==> src/rtl/mul16_seq_ctrl_if.sv <==
// Operand/result handshake bundle for the sequential 16x16 multiply controller.
`timescale 1ns/1ps
interface mul16_seq_ctrl_if;
    logic        in_valid;
    logic        in_ready;
    logic [15:0] a;
    logic [15:0] b;
    logic        approx_en;
    logic        out_valid;
    logic        out_ready;
    logic [31:0] c;
    logic [2:0]  pp_count;

    modport master (
        output in_valid, a, b, approx_en, out_ready,
        input  in_ready, out_valid, c, pp_count
    );

    modport slave (
        input  in_valid, a, b, approx_en, out_ready,
        output in_ready, out_valid, c, pp_count
    );
endinterface

==> src/rtl/mul16_seq_ctrl.sv <==
// Sequential 16x16 unsigned multiply built from one shared 8x8 multiplier,
// issuing only the byte partial products whose high bytes are non-zero.
`timescale 1ns/1ps
module mul16_seq_ctrl #(
    parameter int W_BYTE = 8    // only 8 is supported
) (
    input  logic              clk,
    input  logic              rst_n,
    mul16_seq_ctrl_if.slave   bus,
    output logic              busy
);
    localparam int W_OP  = 2 * W_BYTE;
    localparam int W_ACC = 4 * W_BYTE;

    typedef enum logic [1:0] {IDLE, MUL, DONE} state_t;

    state_t              state_q, state_d;
    logic [W_BYTE-1:0]   lo_a_q, lo_a_d, hi_a_q, hi_a_d;
    logic [W_BYTE-1:0]   lo_b_q, lo_b_d, hi_b_q, hi_b_d;
    logic [3:0]          mask_q, mask_d;
    logic [W_ACC-1:0]    acc_q, acc_d;
    logic [2:0]          pp_q, pp_d;

    logic                hi_a_nz, hi_b_nz;
    logic [3:0]          new_mask;
    logic [2:0]          new_pp;
    logic [1:0]          sel_idx;
    logic [W_BYTE-1:0]   op_x, op_y;
    logic [W_OP-1:0]     pp_prod;
    logic [W_ACC-1:0]    pp_ext, pp_shifted;

    // Schedule for the operands currently on the bus, used only at accept.
    always_comb begin
        hi_a_nz     = |bus.a[W_OP-1:W_BYTE];
        hi_b_nz     = |bus.b[W_OP-1:W_BYTE];
        new_mask[0] = !(bus.approx_en && hi_a_nz && hi_b_nz);
        new_mask[1] = hi_b_nz;
        new_mask[2] = hi_a_nz;
        new_mask[3] = hi_a_nz && hi_b_nz;
        new_pp      = {2'b00, new_mask[0]} + {2'b00, new_mask[1]}
                    + {2'b00, new_mask[2]} + {2'b00, new_mask[3]};
    end

    // Lowest pending product owns the shared multiplier this cycle.
    always_comb begin
        if (mask_q[0])      sel_idx = 2'd0;
        else if (mask_q[1]) sel_idx = 2'd1;
        else if (mask_q[2]) sel_idx = 2'd2;
        else                sel_idx = 2'd3;

        case (sel_idx)
            2'd0:    begin op_x = lo_a_q; op_y = lo_b_q; end
            2'd1:    begin op_x = lo_a_q; op_y = hi_b_q; end
            2'd2:    begin op_x = hi_a_q; op_y = lo_b_q; end
            default: begin op_x = hi_a_q; op_y = hi_b_q; end
        endcase

        pp_prod = {{W_BYTE{1'b0}}, op_x} * {{W_BYTE{1'b0}}, op_y};
        pp_ext  = {{W_OP{1'b0}}, pp_prod};

        case (sel_idx)
            2'd0:    pp_shifted = pp_ext;
            2'd1,
            2'd2:    pp_shifted = pp_ext << W_BYTE;
            default: pp_shifted = pp_ext << W_OP;
        endcase
    end

    always_comb begin
        state_d       = state_q;
        lo_a_d        = lo_a_q;
        hi_a_d        = hi_a_q;
        lo_b_d        = lo_b_q;
        hi_b_d        = hi_b_q;
        mask_d        = mask_q;
        acc_d         = acc_q;
        pp_d          = pp_q;
        bus.in_ready  = 1'b0;
        bus.out_valid = 1'b0;
        busy          = 1'b0;

        case (state_q)
            IDLE: begin
                bus.in_ready = 1'b1;
                if (bus.in_valid) begin
                    lo_a_d  = bus.a[W_BYTE-1:0];
                    hi_a_d  = bus.a[W_OP-1:W_BYTE];
                    lo_b_d  = bus.b[W_BYTE-1:0];
                    hi_b_d  = bus.b[W_OP-1:W_BYTE];
                    mask_d  = new_mask;
                    pp_d    = new_pp;
                    acc_d   = '0;
                    state_d = MUL;
                end
            end
            MUL: begin
                busy            = 1'b1;
                acc_d           = acc_q + pp_shifted;
                mask_d[sel_idx] = 1'b0;
                if (mask_d == 4'b0000) state_d = DONE;
            end
            DONE: begin
                busy          = 1'b1;
                bus.out_valid = 1'b1;
                if (bus.out_ready) state_d = IDLE;
            end
            default: state_d = IDLE;
        endcase
    end

    always_ff @(posedge clk) begin
        if (!rst_n) begin
            state_q <= IDLE;
            lo_a_q  <= '0;
            hi_a_q  <= '0;
            lo_b_q  <= '0;
            hi_b_q  <= '0;
            mask_q  <= '0;
            acc_q   <= '0;
            pp_q    <= '0;
        end else begin
            state_q <= state_d;
            lo_a_q  <= lo_a_d;
            hi_a_q  <= hi_a_d;
            lo_b_q  <= lo_b_d;
            hi_b_q  <= hi_b_d;
            mask_q  <= mask_d;
            acc_q   <= acc_d;
            pp_q    <= pp_d;
        end
    end

    assign bus.c        = acc_q;
    assign bus.pp_count = pp_q;
endmodule

==> src/flat_wrapper.sv <==
// flat-port wrapper written by rule: the top's interface ports become plain ports
module mul16_seq_ctrl_flat 
#(
    parameter int W_BYTE = 8                          
)
  (clk, rst_n, busy, bus_in_valid, bus_a, bus_b, bus_approx_en, bus_out_ready, bus_in_ready, bus_out_valid, bus_c, bus_pp_count);
  mul16_seq_ctrl_if bus_i ();
  input  logic clk;
  input  logic rst_n;
  output logic busy;
  input wire logic [$bits(bus_i.in_valid)-1:0] bus_in_valid;
  input wire logic [$bits(bus_i.a)-1:0] bus_a;
  input wire logic [$bits(bus_i.b)-1:0] bus_b;
  input wire logic [$bits(bus_i.approx_en)-1:0] bus_approx_en;
  input wire logic [$bits(bus_i.out_ready)-1:0] bus_out_ready;
  output wire logic [$bits(bus_i.in_ready)-1:0] bus_in_ready;
  output wire logic [$bits(bus_i.out_valid)-1:0] bus_out_valid;
  output wire logic [$bits(bus_i.c)-1:0] bus_c;
  output wire logic [$bits(bus_i.pp_count)-1:0] bus_pp_count;
  assign bus_i.in_valid = bus_in_valid;
  assign bus_i.a = bus_a;
  assign bus_i.b = bus_b;
  assign bus_i.approx_en = bus_approx_en;
  assign bus_i.out_ready = bus_out_ready;
  assign bus_in_ready = bus_i.in_ready;
  assign bus_out_valid = bus_i.out_valid;
  assign bus_c = bus_i.c;
  assign bus_pp_count = bus_i.pp_count;
  mul16_seq_ctrl #(.W_BYTE(W_BYTE)) u_core (.clk(clk), .rst_n(rst_n), .bus(bus_i), .busy(busy));
endmodule
==> config.mk <==
export PLATFORM = sky130hd
export DESIGN_NAME = mul16_seq_ctrl_flat
export DESIGN_NICKNAME = d
export VERILOG_FILES = /design/src/rtl/mul16_seq_ctrl_if.sv /design/src/rtl/mul16_seq_ctrl.sv /design/src/flat_wrapper.sv
export SDC_FILE = /design/constraint.sdc
export NUM_CORES = 1
export LEC_CHECK = 0
export BUFFER_PORTS_ARGS = -buffer_cell sky130_fd_sc_hd__buf_4
export CORE_MARGIN = 2
export CORE_UTILIZATION = 42
export CTS_CLUSTER_SIZE = 25
export DETAILED_ROUTE_END_ITERATION = 6
export PLACE_DENSITY = 0.58
export SLEW_MARGIN = 20
export SYNTH_ARGS = -nofsm -noshare
export SYNTH_HDL_FRONTEND = slang
export SYNTH_SLANG_ARGS = --single-unit
export TNS_END_PERCENT = 50
==> constraint.sdc <==
create_clock -name clk -period 13.95 [get_ports clk]
set_clock_uncertainty 0.05 [all_clocks]
set_input_delay 0.6975 -clock clk [delete_from_list [all_inputs] [get_ports clk]]
set_output_delay 0.6975 -clock clk [all_outputs]
set_load 0.01 [all_outputs]
Yosys cells after proc, flatten, opt, wreduce, memory -nomap -nowiden
Cells that the tools add are included.
W data, S select, Z words.
{ "word_totals": {"register_bits": 73, "inputBits": 37, "output_inout_bits": 38, "word_cells": 61} }
{ "classes": {"n_addsub": 4, "multipliers": 1, "order_cmp": 2, "n_eq_ne": 7, "muxes": 19, "bitwise": 2, "reduce_logical": 18} }
{ "op_table": {"columns": ["operator", "n"], "rows": [
  ["$pmux W32 S2", 2],
  ["$add A32 B32 Y32", 1],
  ["$mux W32", 1],
  ["$mul A8 B8 Y16", 1],
  ["$mux W8", 2],
  ["$reduce_or A8 Y1", 2],
  ["$mux W2", 5],
  ["$pmux W4 S2", 1],
  ["$reduce_or A2 Y1", 4],
  ["$add A3 B1 Y3", 2],
  ["$pmux W2 S3", 1],
  ["$mux W1", 5],
  ["$and A4 B4 Y4", 1],
  ["$eq A2 B1 Y1 const B", 2],
  ["$eq A2 B2 Y1 const B", 2],
  ["$logic_and A1 B1 Y1", 4],
  ["$logic_not A2 Y1", 2],
  ["$logic_not A4 Y1", 1],
  ["$mux W4", 1],
  ["$ne A2 B2 Y1 const B", 2],
  ["$not A4 Y4", 1],
  ["$reduce_and A2 Y1", 2],
  ["$lt A2 B3 Y1 const B", 1],
  ["$reduce_and A3 Y1", 1],
  ["6 further kinds", 6]
]} }

Longest topological paths before layout
Gate-level depths: netlist of run 1.
{ "depth": {"ltp_word": 12, "depth_mapped": 32, "mapped_depth_nobuf": 31} }

Worst setup path before layout of run 1
OpenSTA, ideal clock, no wires.
{ "synth_timing": {"path_kind": "register -> register", "from": "reg u_core.mask_q[0]", "to": "reg u_core.acc_q[24], in the netlist u_core.bus.c[24]", "setup_time_ns": 0.129, "t_arrival_ns": 6.930, "required_ns": 13.771, "setup_slack_ns": 6.841, "stages_incl_launch_ff": 29, "synth_period_minus_slack_ns": 7.109, "path_cell_list": "dfxtp_1 -> nor2_1 -> mux2i_1 -> or2_2 -> fa_1 -> fa_1 -> inv_1 -> fa_1 -> inv_1 -> fa_1 -> inv_1 -> ha_1 -> o21ai_0 -> o21ai_0 -> nand4_1 -> nand3_1 -> o41ai_1 -> xnor2_1 -> o22ai_1 -> ha_1 -> a21o_1 -> a21o_1 -> a21oi_1 -> nand2b_1 -> o311ai_1 -> a21oi_1 -> o21ai_0 -> xnor2_1 -> o21ai_0"} }
{ "synth_between": {"elab_chain_cells": 8} }
{ "synth_lines": {"columns": ["item", "line", "rtl"], "rows": [
  ["start: declaration", "mul16_seq_ctrl.sv:20", "logic [3:0] mask_q, mask_d;"],
  ["start signal: assignment", "mul16_seq_ctrl.sv:127", "mask_q <= mask_d;"],
  ["$mux W2 *", "mul16_seq_ctrl.sv:46", "if (mask_q[0]) sel_idx = 2'd0;"],
  ["$eq A2 B1 Y1, or another cell as far along", "mul16_seq_ctrl.sv:51, mul16_seq_ctrl.sv:61", null],
  ["$reduce_or A2 Y1 (no line)", null, null],
  ["$mux W8", "mul16_seq_ctrl.sv:51", "case (sel_idx)"],
  ["$mul A8 B8 Y16", "mul16_seq_ctrl.sv:58", "pp_prod = {{W_BYTE{1'b0}}, op_x} * {{W_BYTE{1'b0}}, op_y};"],
  ["$pmux W32 S2 *", "mul16_seq_ctrl.sv:61", "case (sel_idx)"],
  ["$add A32 B32 Y32 *", "mul16_seq_ctrl.sv:98", "acc_d = acc_q + pp_shifted;"],
  ["$pmux W32 S2 *", "mul16_seq_ctrl.sv:82", "case (state_q)"],
  ["end signal: assignment", "mul16_seq_ctrl.sv:119", "acc_q <= '0;"],
  ["end signal: assignment", "mul16_seq_ctrl.sv:128", "acc_q <= acc_d;"],
  ["end: declaration", "mul16_seq_ctrl.sv:21", "logic [W_ACC-1:0] acc_q, acc_d;"]
]} }
Every way passes the cells marked *; elsewhere a longest branch is shown, timed or not.
A chain may end at the register's enable or synchronous reset.

Worst setup path after layout of run 1
Ends and elaborated chain as after synthesis.

==> results of run 1 <==
[per-stage QoR]
stage | setup slack (ns) | std cells | instance area, µm²
final | 5.63 | 1135 | 7820
after global routing | 5.05 | 1135 | 7820
after CTS | 5.71 | 1135 | 7820
after detailed placement | 5.73 | 1119 | 7530
after global placement | 5.89 | 1119 | 7530
after floorplan | 6.84 | 852 | 6770
[layout make-up]
cell class              instances  area [µm²]  area share, %
clock buffers                   9         225           2.88
clock inverters                 7        61.3          0.785
well taps                     216         270           3.46
flip-flops and latches         73        1460           18.7
repair buffers                 80         601           7.68
inverters                      68         255           3.27
multi-input cells             682        4940           63.2
[placed cells by master, fill, tap and decap left out, types with 3 or more instances in the layout]
cell type / synthesis / final
o21bai_1: 5 / 5
ha_1: 76 / 76
inv_1: 67 / 67
o31ai_1: 3 / 3
a211oi_1: 7 / 7
nand4_1: 7 / 7
o21a_1: 3 / 3
o22ai_1: 7 / 7
nand3_1: 8 / 8
a21oi_1: 77 / 77
nor2b_1: 10 / 10
nor3_1: 7 / 7
dfxtp_1: 73 / 73
o21ai_1: 3 / 3
a31oi_1: 4 / 4
nand2_1: 118 / 118
o211ai_1: 3 / 3
nor2_1: 98 / 98
xor2_1: 14 / 14
clkbuf_16: 0 / 9
a22o_1: 9 / 9
mux2i_1: 17 / 17
a21o_1: 25 / 25
and2_1: 8 / 8
a31o_2: 3 / 3
fa_1: 37 / 37
o21ai_0: 34 / 34
xnor2_1: 26 / 26
inv_6: 0 / 3
a22oi_1: 12 / 12
or2_2: 17 / 17
nand2b_1: 6 / 6
and3_1: 8 / 8
buf_4: 0 / 80
[worst max-delay path by stage]
stage,start,endpoint
finish,u_core.mask_q[0]$_SDFFE_PN0P_,u_core.bus.c[24]$_SDFFE_PN0P_
global route,u_core.mask_q[0]$_SDFFE_PN0P_,u_core.bus.c[24]$_SDFFE_PN0P_
CTS,u_core.mask_q[0]$_SDFFE_PN0P_,u_core.bus.c[24]$_SDFFE_PN0P_
detailed placement,u_core.mask_q[0]$_SDFFE_PN0P_,u_core.bus.c[24]$_SDFFE_PN0P_
global placement,u_core.mask_q[0]$_SDFFE_PN0P_,u_core.bus.c[17]$_SDFFE_PN0P_
floorplan,u_core.mask_q[0]$_SDFFE_PN0P_,u_core.bus.c[24]$_SDFFE_PN0P_
[logic make-up (layout without fill, tap and decap cells)]
family / count (synthesis) / count (layout) / synth area share, %
xor gates and xnor gates: 40 / 40 / 5.18
DFF: 73 / 73 / 21.6
adders and majority gates: 113 / 113 / 25.0
AOI/OAI and AO/OA: 212 / 212 / 20.5
and+or+nand+nor: 300 / 300 / 19.9
muxes: 17 / 17 / 2.51
buffers and inverters: 97 / 164 / 5.38
[routing by layer]
layer / vias up / track usage, % / routed length, µm
met5: - / 0 / 0
met4: 0 / 5.88 / 265
met3: 19 / 4.36 / 693
met2: 116 / 30.5 / 7530
met1: 2801 / 31.3 / 8870
li1: 3056 / - / -
[worst max-delay path: cells and delay by family (launching register included)]
| kind | cells | cell delay [ns] |
|---|---|---|
| fa+ha+maj | 6 | 2.79 |
| compound gates | 9 | 2.17 |
| simple gates | 7 | 1.80 |
| mux | 1 | 0.49 |
| xor+xnor | 2 | 0.45 |
| flops | 1 | 0.34 |
| buf+inv | 3 | 0.14 |
[state kept, by name, summed over array words and instances (netlist names)]
| register | flops |
|---|---|
| u_core.lo_b_q | 8 |
| u_core.bus.pp_count | 3 |
| u_core.lo_a_q | 8 |
| u_core.hi_a_q | 8 |
| u_core.state_q | 2 |
| u_core.hi_b_q | 8 |
| u_core.bus.c | 32 |
| u_core.mask_q | 4 |
[report_power, final]
part / internal (mW) / leakage [nW] / switching, mW
Clock: 0.124 / 0.135 / 0.105
Combinational: 0.0875 / 3.05 / 0.159
Sequential: 0.223 / 0.595 / 0.00965
==> results.cfg, run 1 <==
[logic_synthesis]
synth_flop_cell = dfxtp_1
synth_area_um2 = 6770
synthTopCellsByArea = dfxtp_1, ha_1, fa_1
ys_top_cells_by_count = nand2_1, nor2_1, a21oi_1, ha_1, dfxtp_1
netlist.area_leader.share_pct = 21.6
ys_types = 57
synth_seq_area_share_pct = 21.6
syn_nets = 1002
synth_edf_count = 0
synth_cells = 852
ys_async_sr_fraction_pct = 0
yosysWarnings = 0
synth.avg_cell_area_um2 = 7.94
synth_seq_cells = 73
post-synth-top-count-cell = nand2_1
yosysTopAreaCell = dfxtp_1

[timing]
hold_viol_final = 0
fin_setup_tns_ns = 0
relSlewSlack_pct = 25.8
rsz0062_at_grt = false
final.min_clock_period_ns = 8.32
setup_viol = 0
slew_viol_final = 0
worst_slew_pin_slew_ns = 1.11
min_period_over_period_pct = 59.7
max_freq_mhz = 120
timing.hold.ws_ns = 0.403

[cts]
htreeDepth = 3
ctsResizeCount = 0
cts_hold_buf = 0
insertion_delay_ns = 0.35
cts_setup_buffers = 0
cts.clk_slew.worst_paths_ns = 0.07
cts_tree = done
cts.sinks = 73
ctsRootBufferMaster = clkbuf_16
clockBufferDepth = 2
cts_buffers = 9

[power_and_ir_drop]
ir_drop_v = 0.0000644
total_power_uw = 708
p_per_area_nw_per_um2 = 90.6
p_leak_nw = 3.78

[critical_path]
worstPathArrival_ns = 8.54
required_ns = 14.17
r2r_start = u_core.mask_q[0]$_SDFFE_PN0P_
cp-end-kind = flip-flop
critPathMaxStageDelay_ns = 0.85
slowest_stage = nor2_1
crit_fanout = 11
rrSetupSlack_ns = 5.63
timing_worst_setup_path_type = reg -> reg
worst_path_most_repeated_cell = o21ai_0
ff2ff_path_depth = 28
worst_setup_path_start_kind = flip-flop
rr_endpoint = u_core.bus.c[24]$_SDFFE_PN0P_

[grt]
grt_pass1_wl_um = 28200
grt_max_degree = 54
grt_pass1_vias = 5525
antenna_found_initial = 0
track_usage_pct = 21.0
globalRoute.totalOverflow = 0

[placed_design]
dp_hpwl_um = 13600
gp_congestion = 0.898
io_buffer_count = 74

[die]
die-area_um2 = 17100
rows = 46
die_w_um = 131
initial_utilization_pct = 42.8
core_area_um2 = 15800
die_y_um = 131
boundaryPins = 75

[cells_and_area]
drive_gt1_share_pct = 13.9
fillers = 1593
postLayoutCoreUtil_pct = 49.4
diodes = 0
nets = 1064
area_growth_syn_to_layout_pct = 15.5

[routing]
wl_per_cell_um = 15.3
firstDrtPassIters = 5
drc_errors = 0
vias_per_cell = 5.28
drt_iter0_markers = 360
vias = 5992
wl_um = 17400
drtAntennaViolNets = 0

[status]
run_status = completed

[hold_path]
worstHoldStart = u_core.hi_b_q[6]$_SDFFE_PN0P_
hold_path_class = reg -> reg
worstHoldPathCells = 2
hold_end = u_core.hi_b_q[6]$_SDFFE_PN0P_

[job]
maxCapViolations = 0
Note: power is estimated with default switching activity, not from simulation.
==> inputs of run 2 (changes only) <==
Clock period 13.95 ns to 8.19 ns, I/O delays scaled along.
==> run 2 against run 1 <==
Clock power rose by 83%. Final cell count rose by 1.2%. Utilization rose by 0.89 points. Design area rose by 1.8%. Worst hold slack got worse by 0.16 ns. Power rose by 77%. Worst setup slack got worse by 5.0 ns. Largest power group unchanged. Highest routed layer unchanged.
==> results.cfg, run 2 (synthesis results as in run 1) <==
[routing]
vias = 6072
vias_per_cell = 5.28
wl_um = 17500
wl_per_cell_um = 15.2
maxUsedRoutingLayer = met4
drc_errors = 0
drtAntennaViolNets = 0
drt_iter0_markers = 389
wl_met3_um = 909
wl_met1_um = 8810
firstDrtPassIters = 5
routed-wl-met2_um = 7490

[critical_path]
crit_fanout = 11
cp_top_family = adder cells
worst_setup_path_start_kind = flip-flop
required_ns = 8.39
worst_path_most_repeated_cell = fa_1
critPathBufInv = 4
timing_worst_setup_path_type = reg -> reg
worstPathArrival_ns = 7.77
cp-end-kind = flip-flop
critPathMaxStageDelay_ns = 0.55
slowest_stage = fa_1

[cts]
cts_setup_buffers = 0
clockBufferDepth = 2
cts.clk_slew.worst_paths_ns = 0.06
ctsResizeCount = 0
ctsRootBufferMaster = clkbuf_16
htreeDepth = 3
cts_hold_buf = 0
cts_buffers = 9
cts_tree = done
cts.sinks = 73
insertion_delay_ns = 0.36

[timing]
worst_slack_ns = 0.628
final.min_clock_period_ns = 7.56
rsz0062_at_grt = false
relSlewSlack_pct = 38.6
slew_viol_final = 0
max_freq_mhz = 132
min_period_over_period_pct = 92.3
timing.hold.ws_ns = 0.247
hold_viol_final = 0
setup_viol = 0
fin_setup_tns_ns = 0
worst_slew_pin_slew_ns = 0.921

[die]
core_area_um2 = 15800
die-area_um2 = 17100
initial_utilization_pct = 42.8
die_w_um = 131
die_y_um = 131
boundaryPins = 75
rows = 46

[placed_design]
gp_congestion = 0.857
dp.cells = 1133
dp_hpwl_um = 13800
dp_worst_setup_slack_ns = 0.560
placed_area_um2 = 7630
io_buffer_count = 74

[cells_and_area]
diodes = 0
largest_reg_flops = 32
fillers = 1567
multi_input_area_um2 = 4950
finalNonFillerCells = 1149
postLayoutCoreUtil_pct = 50.3
nets = 1078
mostFrequentLayoutCells = nand2_1, nor2_1, buf_4
final_common_cell = nand2_1
area_growth_syn_to_layout_pct = 17.6
drive_gt1_share_pct = 15.5
regArea_um2 = 1460
design_area_um2 = 7960

[power_and_ir_drop]
power_frac_clock_pct = 33.6
p_seq_share_pct = 31.7
p_comb_share_pct = 34.7
p_switching_uw = 466
total_power_mw = 1.25
p_leak_nw = 3.84
p_sw_share_pct = 37.2
ir_drop_v = 0.000128
internal_power_uw = 785
p_per_area_nw_per_um2 = 157

[grt]
antenna_found_initial = 0
grt_pass1_vias = 5598
grt_max_degree = 54
globalRoute.totalOverflow = 0
grt_pass1_wl_um = 28300
track_usage_pct = 21.0

[job]
maxCapViolations = 0

[status]
run_status = completed

[hold_path]
hold_path_class = in -> reg
[run 2: per-layer routing]
metal	up-vias	track usage (%)
met5	-	0
met4	0	6.07
met3	21	4.52
met2	132	30.2
met1	2848	31.5
li1	3071	-
[run 2: tightest hold or removal path: cells and delay by family]
family                 cells  cell delay (ns)
buffers and inverters      1             0.11
AOI/OAI and AO/OA          1             0.05
and+or+nand+nor            1             0.04
[run 2: power groups by stage]
stage / Clock (mW) / Combinational, mW / Sequential [mW]
2_1_floorplan: 0 / 0.298 / 0.401
3_3_place_gp: 0 / 0.431 / 0.405
3_5_place_dp: 0 / 0.432 / 0.404
4_1_cts: 0.427 / 0.434 / 0.396
5_1_grt: 0.438 / 0.485 / 0.399
6_report: 0.420 / 0.434 / 0.397
[run 2: final cells by class]
cell class	count	area share, %
Clock buffer	9	2.83
Timing Repair Buffer	94	8.87
Inverter	68	3.21
Multi-Input combinational cell	682	62.3
Sequential cell	73	18.4
Clock inverter	7	1.07
Tap cell	216	3.40
[run 2: path summary, 6_finish.rpt]
kind         slack (ns)  cells past startpoint                     startpoint                             to
max                0.63                     28  u_core.mask_q[1]$_SDFFE_PN0P_  u_core.bus.c[31]$_SDFFE_PN0P_
min                0.25                      3                       bus_a[7]  u_core.lo_a_q[7]$_SDFFE_PN0P_
max reg2reg        0.63                     28  u_core.mask_q[1]$_SDFFE_PN0P_  u_core.bus.c[31]$_SDFFE_PN0P_
min reg2reg        0.41                      2  u_core.hi_a_q[0]$_SDFFE_PN0P_  u_core.hi_a_q[0]$_SDFFE_PN0P_
